===== config.mk =====
export PLATFORM = sky130hd
export DESIGN_NAME = lacr_rx_flat
export DESIGN_NICKNAME = d
export VERILOG_FILES = /design/src/rtl/lacr_rx_if.sv /design/src/rtl/lacr_rx.sv /design/src/flat_wrapper.sv
export SDC_FILE = /design/constraint.sdc
export NUM_CORES = 1
export LEC_CHECK = 0
export BUFFER_PORTS_ARGS = -buffer_cell sky130_fd_sc_hd__buf_2
export CAP_MARGIN = 30
export CORE_UTILIZATION = 49
export DETAILED_ROUTE_END_ITERATION = 10
export HOLD_SLACK_MARGIN = 0.1
export PLACE_DENSITY = 0.74
export SETUP_SLACK_MARGIN = 0.15
export SLEW_MARGIN = 20
export SYNTH_ARGS = -nofsm -noshare
export SYNTH_HDL_FRONTEND = slang
export SYNTH_SLANG_ARGS = --single-unit

===== constraint.sdc =====
create_clock -name rx_clk -period 2.01 [get_ports rx_clk]
set_input_delay 0.201 -clock rx_clk [delete_from_list [all_inputs] [get_ports rx_clk]]
set_output_delay 0.201 -clock rx_clk [all_outputs]
set_load 0.01 [all_outputs]

===== src/rtl/lacr_rx_if.sv =====
// Receive-side bus for the link configuration parser.
// The decoded byte stream (rx_data/rx_is_k/rx_err) arrives one byte per rx_clk
// with no backpressure: every cycle carries a byte and the parser must consume
// it. The outputs are registered status; lacr_stb and idle_stb are single-cycle
// strobes with no acknowledge. dbg_* expose parser state and counters for
// observation only.
interface lacr_rx_if;
  logic [7:0]  rx_data;
  logic        rx_is_k;
  logic        rx_err;
  logic [15:0] lacr_val;
  logic        lacr_stb;
  logic        idle_stb;
  logic        los;
  logic [1:0]  dbg_state;
  logic [3:0]  dbg_err_cnt;
  logic [15:0] dbg_comma_timer;

  // Byte source side (PCS decoder / testbench).
  modport master (
    output rx_data, rx_is_k, rx_err,
    input  lacr_val, lacr_stb, idle_stb, los,
    input  dbg_state, dbg_err_cnt, dbg_comma_timer
  );

  // Parser side.
  modport slave (
    input  rx_data, rx_is_k, rx_err,
    output lacr_val, lacr_stb, idle_stb, los,
    output dbg_state, dbg_err_cnt, dbg_comma_timer
  );
endinterface


===== src/rtl/lacr_rx.sv =====
// Parses the decoded 8b10b receive stream into /C1/ /C2/ configuration sets
// and /I1/ /I2/ idle sets, delivers each configuration word as a one-cycle
// strobe, and derives a loss-of-signal flag from decode errors and from the
// absence of completed ordered sets.
module lacr_rx #(
  parameter int unsigned COMMA_TIMEOUT = 1024,
  parameter int unsigned ERR_LIMIT     = 4
) (
  input logic       rx_clk,
  input logic       rst,
  lacr_rx_if.slave  bus
);

  localparam logic [7:0]  K28_5  = 8'hBC;
  localparam logic [7:0]  D21_5  = 8'hB5;
  localparam logic [7:0]  D2_2   = 8'h42;
  localparam logic [7:0]  D5_6   = 8'hC5;
  localparam logic [7:0]  D16_2  = 8'h50;
  localparam logic [3:0]  ERR_MAX = 4'(ERR_LIMIT);
  localparam logic [15:0] TMO_MAX = 16'(COMMA_TIMEOUT);

  typedef enum logic [1:0] {
    HUNT   = 2'd0,
    K      = 2'd1,
    CFG_LO = 2'd2,
    CFG_HI = 2'd3
  } state_t;

  state_t      state_q, state_d;
  logic [7:0]  lo_q, lo_d;
  logic [15:0] val_q, val_d;
  logic        lacr_stb_q, lacr_stb_d;
  logic        idle_stb_q, idle_stb_d;
  logic        los_q, los_d;
  logic [3:0]  err_cnt_q, err_cnt_d;
  logic [15:0] timer_q, timer_d;

  logic is_comma, is_cfg_id, is_idle_id;
  logic cfg_done, idle_done, valid_set;

  assign is_comma   = bus.rx_is_k && (bus.rx_data == K28_5);
  assign is_cfg_id  = !bus.rx_is_k && ((bus.rx_data == D21_5) || (bus.rx_data == D2_2));
  assign is_idle_id = !bus.rx_is_k && ((bus.rx_data == D5_6) || (bus.rx_data == D16_2));

  // Parser next state: an errored byte always drops back to HUNT and is
  // otherwise ignored; a comma anywhere restarts the set.
  always_comb begin
    state_d    = state_q;
    lo_d       = lo_q;
    val_d      = val_q;
    cfg_done   = 1'b0;
    idle_done  = 1'b0;
    if (bus.rx_err) begin
      state_d = HUNT;
    end else begin
      case (state_q)
        HUNT: begin
          if (is_comma) state_d = K;
        end
        K: begin
          if (is_comma) begin
            state_d = K;
          end else if (is_cfg_id) begin
            state_d = CFG_LO;
          end else if (is_idle_id) begin
            state_d   = HUNT;
            idle_done = 1'b1;
          end else begin
            state_d = HUNT;
          end
        end
        CFG_LO: begin
          if (bus.rx_is_k) begin
            state_d = is_comma ? K : HUNT;
          end else begin
            lo_d    = bus.rx_data;
            state_d = CFG_HI;
          end
        end
        CFG_HI: begin
          if (bus.rx_is_k) begin
            state_d = is_comma ? K : HUNT;
          end else begin
            val_d    = {bus.rx_data, lo_q};
            cfg_done = 1'b1;
            state_d  = HUNT;
          end
        end
        default: state_d = HUNT;
      endcase
    end
  end

  assign valid_set = cfg_done || idle_done;

  // Strobes, error/comma counters and loss-of-signal next values. A valid set
  // clears both counters, so it also wins over a coincident los set condition.
  always_comb begin
    lacr_stb_d = cfg_done;
    idle_stb_d = idle_done;

    if (bus.rx_err) begin
      err_cnt_d = (err_cnt_q >= ERR_MAX) ? ERR_MAX : err_cnt_q + 4'd1;
    end else if (valid_set) begin
      err_cnt_d = 4'd0;
    end else begin
      err_cnt_d = err_cnt_q;
    end

    if (valid_set) begin
      timer_d = 16'd0;
    end else if (timer_q >= TMO_MAX) begin
      timer_d = TMO_MAX;
    end else begin
      timer_d = timer_q + 16'd1;
    end

    if (valid_set) begin
      los_d = 1'b0;
    end else if ((err_cnt_q == ERR_MAX) || (timer_q == TMO_MAX)) begin
      los_d = 1'b1;
    end else begin
      los_d = los_q;
    end
  end

  // Register all parser state and outputs; reset discards any partial word.
  always_ff @(posedge rx_clk or posedge rst) begin
    if (rst) begin
      state_q    <= HUNT;
      lo_q       <= 8'd0;
      val_q      <= 16'd0;
      lacr_stb_q <= 1'b0;
      idle_stb_q <= 1'b0;
      los_q      <= 1'b1;
      err_cnt_q  <= 4'd0;
      timer_q    <= 16'd0;
    end else begin
      state_q    <= state_d;
      lo_q       <= lo_d;
      val_q      <= val_d;
      lacr_stb_q <= lacr_stb_d;
      idle_stb_q <= idle_stb_d;
      los_q      <= los_d;
      err_cnt_q  <= err_cnt_d;
      timer_q    <= timer_d;
    end
  end

  assign bus.lacr_val        = val_q;
  assign bus.lacr_stb        = lacr_stb_q;
  assign bus.idle_stb        = idle_stb_q;
  assign bus.los             = los_q;
  assign bus.dbg_state       = state_q;
  assign bus.dbg_err_cnt     = err_cnt_q;
  assign bus.dbg_comma_timer = timer_q;

endmodule


===== src/flat_wrapper.sv =====
// flat-port wrapper written by rule: the top's interface ports become plain ports
module lacr_rx_flat 
#(
  parameter int unsigned COMMA_TIMEOUT = 1024,
  parameter int unsigned ERR_LIMIT     = 4
)
  (rx_clk, rst, bus_rx_data, bus_rx_is_k, bus_rx_err, bus_lacr_val, bus_lacr_stb, bus_idle_stb, bus_los, bus_dbg_state, bus_dbg_err_cnt, bus_dbg_comma_timer);
  lacr_rx_if bus_i ();
  input logic rx_clk;
  input logic rst;
  input wire logic [$bits(bus_i.rx_data)-1:0] bus_rx_data;
  input wire logic [$bits(bus_i.rx_is_k)-1:0] bus_rx_is_k;
  input wire logic [$bits(bus_i.rx_err)-1:0] bus_rx_err;
  output wire logic [$bits(bus_i.lacr_val)-1:0] bus_lacr_val;
  output wire logic [$bits(bus_i.lacr_stb)-1:0] bus_lacr_stb;
  output wire logic [$bits(bus_i.idle_stb)-1:0] bus_idle_stb;
  output wire logic [$bits(bus_i.los)-1:0] bus_los;
  output wire logic [$bits(bus_i.dbg_state)-1:0] bus_dbg_state;
  output wire logic [$bits(bus_i.dbg_err_cnt)-1:0] bus_dbg_err_cnt;
  output wire logic [$bits(bus_i.dbg_comma_timer)-1:0] bus_dbg_comma_timer;
  assign bus_i.rx_data = bus_rx_data;
  assign bus_i.rx_is_k = bus_rx_is_k;
  assign bus_i.rx_err = bus_rx_err;
  assign bus_lacr_val = bus_i.lacr_val;
  assign bus_lacr_stb = bus_i.lacr_stb;
  assign bus_idle_stb = bus_i.idle_stb;
  assign bus_los = bus_i.los;
  assign bus_dbg_state = bus_i.dbg_state;
  assign bus_dbg_err_cnt = bus_i.dbg_err_cnt;
  assign bus_dbg_comma_timer = bus_i.dbg_comma_timer;
  lacr_rx #(.COMMA_TIMEOUT(COMMA_TIMEOUT), .ERR_LIMIT(ERR_LIMIT)) u_core (.rx_clk(rx_clk), .rst(rst), .bus(bus_i));
endmodule

==> results of run 1 <==
power groups by stage:
stage	clock network [µW]	logic, µW	registers (µW)
CTS	567	179	1050
finish	553	177	1050
floorplan	0	89.5	1080
global placement	0	172	1070
detailed placement	0	175	1070
global route	607	201	1050
metal layers:
metal	wire length [µm]	vias to the layer above
li1	-	788
met1	2101	731
met2	1848	47
met3	178	12
met4	124	0
met5	0	-
worst reg2reg max path: stages (launching register included):
cell,delay [ps]
dfrtp_1,370
or4_1,560
or3_1,360
nand2b_4,210
nor3_1,200
logic make-up after synthesis:
group,count (synthesis),share of synthesized area [%]
other,1,0.1769
multiplexers,8,4.250
adder cells (fa/ha/maj),4,2.361
XOR/XNOR,8,3.306
flip-flops,49,57.91
AO/OA/AOI/OAI,11,4.959
buffers and inverters,15,3.365
AND/OR/NAND/NOR,101,23.67
area by class of cell:
| type | instances | area [µm²] | share of cell area, % |
|---|---|---|---|
| inverter | 8 | 30.03 | 1.171 |
| tap | 50 | 62.56 | 2.440 |
| timing repair buffer | 58 | 310.3 | 12.10 |
| multi-input combinational | 137 | 850.8 | 33.19 |
| clock inverter | 2 | 10.01 | 0.3904 |
| sequential | 49 | 1227 | 47.88 |
| clock buffer | 6 | 72.57 | 2.831 |
through the flow:
| step | cell area, µm² | power [µW] | worst slack [ps] | instances |
|---|---|---|---|---|
| final | 2564 | 1778 | 223.5 | 310 |
| after global routing | 2564 | 1861 | 136.8 | 310 |
| after CTS | 2549 | 1794 | 217.9 | 310 |
| after detailed placement | 2446 | 1243 | 233.7 | 300 |
| after global placement | 2446 | 1238 | 270.4 | 300 |
| after floorplan | 2135 | 1168 | 259.6 | 201 |
synth_stat cells (2+ instances only):
cell,n
nand2_1,52
dfrtp_1,48
nor3_1,14
inv_1,8
mux2_2,8
nor2_1,7
nand3_1,6
xnor2_1,6
clkbuf_1,5
ha_1,4
nor4b_1,3
a21oi_1,2
buf_6,2
nand4_1,2
nand4b_1,2
nor2b_1,2
nor4_1,2
or3_1,2
xor2_1,2
worst max path at each step:
stage                                                    to  slack [ps]  depth (start not counted)
CTS                 u_core.bus.dbg_comma_timer[1]$_DFF_PP0_         220                          4
finish              u_core.bus.dbg_comma_timer[2]$_DFF_PP0_         220                          4
global placement    u_core.bus.dbg_comma_timer[1]$_DFF_PP0_         270                          4
floorplan           u_core.bus.dbg_comma_timer[1]$_DFF_PP0_         260                          5
global route        u_core.bus.dbg_comma_timer[7]$_DFF_PP0_         140                          4
detailed placement    u_core.bus.dbg_err_cnt[2]$_DFFE_PP0P_         230                          6
flip-flops by register name, summed over array words and instances, names as in the netlist:
register / cells
u_core.bus.dbg_comma_timer: 16
u_core.bus.lacr_val: 16
u_core.lo_q: 8
u_core.bus.dbg_err_cnt: 4
u_core.bus.dbg_state: 2
u_core.bus.idle_stb: 1
u_core.bus.lacr_stb: 1
u_core.bus.los: 1
repair_timing:
| item | CTS | global route |
|---|---|---|
| resized for setup | 0 | 3 |
| endpoints found under the setup margin | 0 | 4 |
| hold buffers | 2 | 0 |
| endpoints found under the hold margin | 49 | 0 |
==> results.toml, run 1 <==
[sta]
tightest_slew_ps = 617.2
finalCritPeriodShare_pct = 88.88
whs_ps = 149.4
finClkSkew_ps = 10.48
hold_viol = 0
fmax_ghz = 0.5597
fin_tns_setup_ps = 0
setup_violations = 0
fin_crit_ps = 1787
drv_slew = 0
grt_setup_unrepaired = "true"
slew_headroom_pct = 58.85

[die]
initial_core_util_pct = 51.87
dieArea_um2 = 4593
core_area_um2 = 4086
die_w_um = 67.77
die_h_um = 67.77
rows = 23
num_io_pins = 53

[worst_hold_path]
hp-start = "bus_rx_data[3]"
holdPathEnd = "u_core.bus.lacr_val[11]$_DFFE_PP0P_"
hold_class = "input pin to flip-flop"
whs_path_depth = 3

[setup_path]
worstPathRequired_ps = 2220
r2r.worst_path.cells = 4
crit_chain = "or4_1 -> or3_1 -> nand2b_4 -> nor3_1"
crit_buf_inv = 0
r2r_slack_ps = 220
cp_slowest_cell = "or4_1"
worstReg2RegEnd = "u_core.bus.dbg_comma_timer[2]$_DFF_PP0_"
cp_slowest_stage_delay_ps = 560
critPathArrivalTime_ps = 2000
setup.worst_path.start = "u_core.bus.dbg_comma_timer[14]$_DFF_PP0_"
end_kind = "flip-flop"
cp_max_fo = 10
cp-start-kind = "flip-flop"
critPathKind = "flip-flop to flip-flop"
cp_top_family = "simple AND/OR/NAND/NOR gates"
r2r-start = "u_core.bus.dbg_comma_timer[14]$_DFF_PP0_"

[final_layout]
fill_cells = 347
mostFrequentLayoutCells = "nand2_1 (52), buf_2 (52), dfrtp_1 (48)"
area_growth_pct = 20.96
nets = 275
diodes = 0
fin_util_pct = 62.74
drive_gt1_share_pct = 32.31

[synthesis]
synth_top_area_share_pct = 56.67
yosys.area.top_type = "dfrtp_1"
syn_inst = 197
async_flop_share_pct = 100.0
synth-seq-cells = 49
syn_area_per_cell_um2 = 10.76
yosysWarningCount = 0
synth_area_um2 = 2120
ys_types = 39
synth_edf_count = 0
yosys_most_used_dff = "dfrtp_1"
synth_area_leaders = "dfrtp_1 (57%), nand2_1 (9.2%), mux2_2 (4.3%)"
ys_seq_area_share_pct = 57.91

[clock_network]
numClockSinks = 49
cts_root_buffer = "clkbuf_8"
htree_num_levels = 2
clock_latency_ps = 300
cts_buffer_depth = 2
cts.clk_slew.worst_paths_ps = 90
post_cts_buffers = 0
numCtsBuffers = 5
tritoncts = "yes"

[drt]
ant_nets = 0
vias_per_cell = 5.090
wire_per_inst_um = 13.72
num_vias = 1578
drtIter0Drc = 114
drc = 0
dr.pass1.iters = 4
totalWireLength_um = 4252

[power_and_ir_drop]
p_leak_uw = 0.001346
p_per_area_nw_per_um2 = 693.6
p_switching_uw = 445.2
p_int_uw = 1333
seqPwrFrac_pct = 59.0
clock_power_share_pct = 31.1
p_comb_share_pct = 10.0
swShare_pct = 25.04
irDropWorstVdd_v = 0.0005209

[global_routing]
grtUsageTotal_pct = 20.09
grt_pass1_vias = 1440
gr-usage-met1_pct = 28.14
grt_max_degree = 50
grt_use_met2_pct = 28.22
grt_util_met3_pct = 5.743
grt_antenna_before_repair = 0
overflow = 0
grt_first_pass_wirelength_um = 6706
top_usage_layer = "met2"

[place]
gp_congestion = 0.9215
dp_hpwl_um = 2936
portBuffers = 52

[status]
outcome = "finished, final reports clean"

[flow_run]
maxCapViolations = 0
(Power assumes the default switching activity.)
==> inputs of run 2 (changes only) <==
--- a/config.mk
+++ b/config.mk
@@ -5,6 +5,7 @@
 export SDC_FILE = /design/constraint.sdc
 export NUM_CORES = 1
 export LEC_CHECK = 0
+export ABC_AREA = 1
 export BUFFER_PORTS_ARGS = -buffer_cell sky130_fd_sc_hd__buf_2
 export CAP_MARGIN = 30
 export CORE_UTILIZATION = 49
==> run 2 against run 1 <==
  * Via count up 13%
  * Sequential cell count unchanged
  * Combinational power up 3%
  * Area after synthesis up 3.8%
  * Clock skew down 5.5 ps
  * Fmax up 18%
  * Register-to-register slack better by 280 ps
  * Sequential power about the same
  * Critical endpoint is now u_core.bus.dbg_comma_timer[8]$_DFF_PP0_
  * Largest power group unchanged
==> results.toml, run 2 <==
[status]
outcome = "finished, final reports clean"

[drt]
dr.pass1.iters = 5
drtIter0Drc = 100
vias_per_cell = 4.912
wire_per_inst_um = 11.61
drc = 0
num_vias = 1788
totalWireLength_um = 4225
ant_nets = 0

[worst_hold_path]
hp-start = "bus_rx_err"
hold_class = "input pin to flip-flop"

[synthesis]
synth-seq-cells = 49
synth_top_cells_by_count = "nand2_1 (73), dfrtp_1 (48), inv_1 (26)"
yosysWarningCount = 0
synth_area_um2 = 2201
yosys.area.top_type = "dfrtp_1"
syn_area_per_cell_um2 = 8.839
ys_seq_area_share_pct = 55.77
syn_inst = 249
synth_top_area_share_pct = 54.58
yosys_most_used_dff = "dfrtp_1"
ys_types = 32
synth_most_common_cell = "nand2_1"
synth_area_leaders = "dfrtp_1 (55%), nand2_1 (12%), inv_1 (4.4%)"
async_flop_share_pct = 100.0
synth_edf_count = 0

[sta]
slew_headroom_pct = 65.18
worst_slack_ps = 500.6
hold_viol = 0
setup_violations = 0
fin_crit_ps = 1509
finClkSkew_ps = 4.929
drv_slew = 0
tightest_slew_ps = 521.5
finalCritPeriodShare_pct = 75.10
fin_tns_setup_ps = 0
fmax_ghz = 0.6625
grt_setup_unrepaired = "false"

[clock_network]
tritoncts = "yes"
htree_num_levels = 2
cts.clk_slew.worst_paths_ps = 90
cts_root_buffer = "clkbuf_8"
post_cts_buffers = 0
numClockSinks = 49
clock_latency_ps = 290
numCtsBuffers = 5
cts_buffer_depth = 2

[setup_path]
crit_chain = "ha_1 -> nand3_1 -> nor2_1 -> a21oi_1 -> nand3b_1 -> nor2_1"
r2r_slack_ps = 500
critPathArrivalTime_ps = 1740
cp_max_fo = 6
cp_slowest_stage_delay_ps = 460
end_kind = "flip-flop"
critPathMostFrequentCell = "nor2_1"
setup.worst_path.start = "u_core.bus.dbg_comma_timer[0]$_DFF_PP0_"
cp-start-kind = "flip-flop"
cp_slowest_cell = "dfrtp_1"
critPathKind = "flip-flop to flip-flop"
r2r-start = "u_core.bus.dbg_comma_timer[0]$_DFF_PP0_"
worstPathRequired_ps = 2240

[final_layout]
area_growth_pct = 19.95
nets = 327
fill_cells = 407
drive_gt1_share_pct = 26.28
layout_commonest_cell = "nand2_1"
mostFrequentLayoutCells = "nand2_1 (73), buf_2 (52), dfrtp_1 (48)"
diodes = 0

[global_routing]
overflow = 0
grt_max_degree = 26
grt_pass1_vias = 1646
grtUsageTotal_pct = 19.15
grt_antenna_before_repair = 0
grt_first_pass_wirelength_um = 7383

[die]
num_io_pins = 53
rows = 24
core_area_um2 = 4324
die_h_um = 69.02
initial_core_util_pct = 50.90
dieArea_um2 = 4764
die_w_um = 69.02

[place]
post-place-ws_ps = 548.5
dp_hpwl_um = 3194
gp_congestion = 0.8440
portBuffers = 52

[flow_run]
maxCapViolations = 0

[power_and_ir_drop]
p_leak_uw = 0.001470
p_per_area_nw_per_um2 = 693.9
irDropWorstVdd_v = 0.0004275
[run 2: metrics by stage]
step                      hold WS (ps)  instances  power [µW]  utilization [%]  area (µm²)
after floorplan                  274.2        253        1171                -        2216
after global placement           273.8        355        1245            58.59        2534
after detailed placement         273.6        355        1253            58.59        2534
after CTS                        117.4        364        1862            61.05        2640
after global routing             134.4        364        1930            61.05        2640
final                            132.3        364        1832            61.05        2640
[run 2: final cells by class]
| type | instances | area, µm² | area share [%] |
|---|---|---|---|
| multi-input combinational | 168 | 827.0 | 31.33 |
| sequential | 49 | 1227 | 46.49 |
| tap | 52 | 65.06 | 2.464 |
| timing repair buffer | 56 | 305.3 | 11.56 |
| clock buffer | 6 | 82.58 | 3.128 |
| clock inverter | 2 | 13.76 | 0.5213 |
| inverter | 31 | 118.9 | 4.502 |
[run 2: repair_timing]
item,CTS,global route
hold buffers,1,0
endpoints found under the hold margin,24,0
endpoints found under the setup margin,0,0
gates resized for setup,0,0
[run 2: power breakdown]
| part | switching (µW) | internal (µW) | total (µW) |
|---|---|---|---|
| Clock | 321 | 279 | 600 |
| Combinational | 110 | 72.8 | 182 |
| Sequential | 33.0 | 1020 | 1050 |
[run 2: logic make-up after synthesis]
| family | Yosys count | share of synthesized area [%] |
|---|---|---|
| AOI/OAI and AO/OA | 22 | 5.458 |
| xor gates and xnor gates | 2 | 0.7961 |
| buffers and inverters | 36 | 7.333 |
| DFF | 49 | 55.77 |
| adders and majority gates | 4 | 2.274 |
| and+or+nand+nor | 135 | 28.20 |
| other | 1 | 0.1704 |
[run 2: final timing paths]
check	to	depth (start not counted)
max	u_core.bus.dbg_comma_timer[8]$_DFF_PP0_	6
min	u_core.bus.dbg_err_cnt[3]$_DFFE_PP0P_	2
max reg2reg	u_core.bus.dbg_comma_timer[8]$_DFF_PP0_	6
min reg2reg	u_core.bus.lacr_val[1]$_DFFE_PP0P_	2
max in group asynchronous	u_core.bus.los$_DFFE_PP1P_	4
min in group asynchronous	u_core.bus.lacr_val[15]$_DFFE_PP0P_	3
[run 2: layer usage]
metal	track usage (%)	share of wire [%]	vias to the layer above
met5	0	0	-
met4	6.576	1.1	0
met3	4.532	4.6	5
met2	28.91	46	51
met1	27.24	48	822
li1	-	-	910
[run 2: worst max-delay path, delay by kind of cell, from the launching register on]
kind | cells | cell delay, ps
DFF | 1 | 460
AOI/OAI and AO/OA | 1 | 100
adders and majority gates | 1 | 220
and+or+nand+nor | 4 | 660
==> inputs of run 3 (changes only) <==
--- a/config.mk
+++ b/config.mk
@@ -8,7 +8,7 @@
 export ABC_AREA = 1
 export BUFFER_PORTS_ARGS = -buffer_cell sky130_fd_sc_hd__buf_2
 export CAP_MARGIN = 30
-export CORE_UTILIZATION = 49
+export CORE_UTILIZATION = 47
 export DETAILED_ROUTE_END_ITERATION = 10
 export HOLD_SLACK_MARGIN = 0.1
 export PLACE_DENSITY = 0.74
==> constraint.sdc (replaced) <==
create_clock -name rx_clk -period 1.34 [get_ports rx_clk]
set_input_delay 0.134 -clock rx_clk [delete_from_list [all_inputs] [get_ports rx_clk]]
set_output_delay 0.134 -clock rx_clk [all_outputs]
set_load 0.01 [all_outputs]
==> run 3 against run 2 <==
  * Register-to-register slack worse by 420 ps
  * First-iteration DRC count is 53% higher
  * Critical path depth is 1 lower
  * Core utilization is 3.2 points higher
  * Wire length is 12% higher
  * Final cell count is 2.7% higher
  * Design area is 7.5% higher
  * Die area is 4.1% higher
  * Non-clock buffer count is 10 higher
  * Count of clock-buffer cells in the layout stayed put
  * Largest cell class unchanged
==> results.toml, run 3 (synthesis results as in run 2) <==
[status]
outcome = "finished, final reports clean"

[place]
post-place-ws_ps = 6.637
dp_hpwl_um = 3362
gp_congestion = 0.8580
portBuffers = 52

[drt]
top_layer = "met4"
wl_met1_um = 2281
totalWireLength_um = 4736
ant_nets = 0
vias_per_cell = 4.842
drtIter0Drc = 153
num_vias = 1811
wire_per_inst_um = 12.66
dr_wl_met3_um = 154
dr.pass1.iters = 4
wl_met2_um = 2249
drc = 0

[setup_path]
critPathArrivalTime_ps = 1480
r2r.worst_path.cells = 5
end_kind = "flip-flop"
cp-start-kind = "flip-flop"
cp_max_fo = 9
crit_chain = "or2_4 -> nor3_4 -> buf_12 -> nand3_2 -> nor2_1"
cp_slowest_cell = "dfrtp_1"
critPathKind = "flip-flop to flip-flop"
worstPathRequired_ps = 1560
cp_slowest_stage_delay_ps = 390

[sta]
fin_tns_setup_ps = 0
fmax_ghz = 0.7939
worst_slack_ps = 80.40
finClkSkew_ps = 5.845
finalCritPeriodShare_pct = 94.00
grt_setup_unrepaired = "true"
drv_slew = 0
setup_violations = 0
fin_crit_ps = 1260
hold_viol = 0

[global_routing]
grtUsageTotal_pct = 19.94
grt_first_pass_wirelength_um = 7769
grt_max_degree = 25
grt_antenna_before_repair = 0
overflow = 0
grt_pass1_vias = 1696

[clock_network]
cts_buffer_depth = 2
tritoncts = "yes"
numClockSinks = 49
cts.clk_slew.worst_paths_ps = 90
cts_root_buffer = "clkbuf_8"
numCtsBuffers = 5
clock_latency_ps = 300
htree_num_levels = 2

[power_and_ir_drop]
p_per_area_nw_per_um2 = 982.8
irDropWorstVdd_v = 0.0006699
power.total_uw = 2789
p_leak_uw = 0.001554

[flow_run]
maxCapViolations = 0

[worst_hold_path]
hold_class = "input pin to flip-flop"
whs_path_depth = 3

[final_layout]
area_growth_pct = 28.94
diodes = 0
drive_gt1_share_pct = 32.92
mostFrequentLayoutCells = "nand2_1 (72), buf_2 (52), dfrtp_1 (44)"
layout_commonest_cell = "nand2_1"
nets = 337

[die]
dieArea_um2 = 4960
initial_core_util_pct = 49.86
die_w_um = 70.43
num_io_pins = 53
rows = 24
die_h_um = 70.43
core_area_um2 = 4414
==> run 3: layout make-up <==
type / instances / area (µm²)
sequential: 49 / 1232
fill: 360 / 1577
clock buffer: 6 / 82.58
clock inverter: 2 / 13.76
inverter: 31 / 125.1
tap: 52 / 65.06
multi-input combinational: 168 / 910.9
timing repair buffer: 66 / 407.9
==> run 3: final timing paths <==
check	from	to	slack, ps
setup / recovery	u_core.bus.dbg_comma_timer[14]$_DFF_PP0_	u_core.bus.dbg_comma_timer[9]$_DFF_PP0_	80
hold / removal	bus_rx_err	u_core.bus.dbg_err_cnt[0]$_DFFE_PP0P_	140
setup reg to reg	u_core.bus.dbg_comma_timer[14]$_DFF_PP0_	u_core.bus.dbg_comma_timer[9]$_DFF_PP0_	80
hold reg to reg	u_core.bus.lacr_val[1]$_DFFE_PP0P_	u_core.bus.lacr_val[1]$_DFFE_PP0P_	480
max in group asynchronous	rst	u_core.bus.dbg_state[0]$_DFFE_PP0P_	520
min in group asynchronous	rst	u_core.bus.dbg_comma_timer[3]$_DFF_PP0_	360
==> run 3: metrics by stage <==
step	std cells	hold WS, ps	utilization [%]	instance area [µm²]
detailed placement	361	137.3	59.16	2611
floorplan	253	169.6	-	2223
global placement	361	133.7	59.16	2611
finish	374	137.5	64.29	2838
CTS	373	118.1	62.81	2773
global route	374	129.9	64.29	2838
==> run 3: critical path, delay by kind of cell, from the launching register on <==
kind,cells,cell delay [ps]
buffers and inverters,1,160
flip-flops,1,390
AND/OR/NAND/NOR,4,640
==> run 3: routing by layer <==
metal | vias to the layer above | GRT usage [%]
met5 | - | 0
met3 | 5 | 4.473
met4 | 0 | 7.556
met1 | 839 | 28.61
li1 | 930 | -
met2 | 37 | 29.42
==> run 3: what timing repair did <==
item	CTS	global route
hold buffers	2	0
setup endpoints to repair	20	25
resized for setup	7	14
pin swaps	2	4
setup buffers	2	1
hold endpoints to repair	15	0
==> run 3: power breakdown <==
part	internal, µW	leakage (µW)	switching, µW	total, µW
Combinational	130	0.000849	177	307
Clock	419	0.0000512	484	903
Sequential	1520	0.000654	54.1	1580
Total	2070	0.00155	715	2790
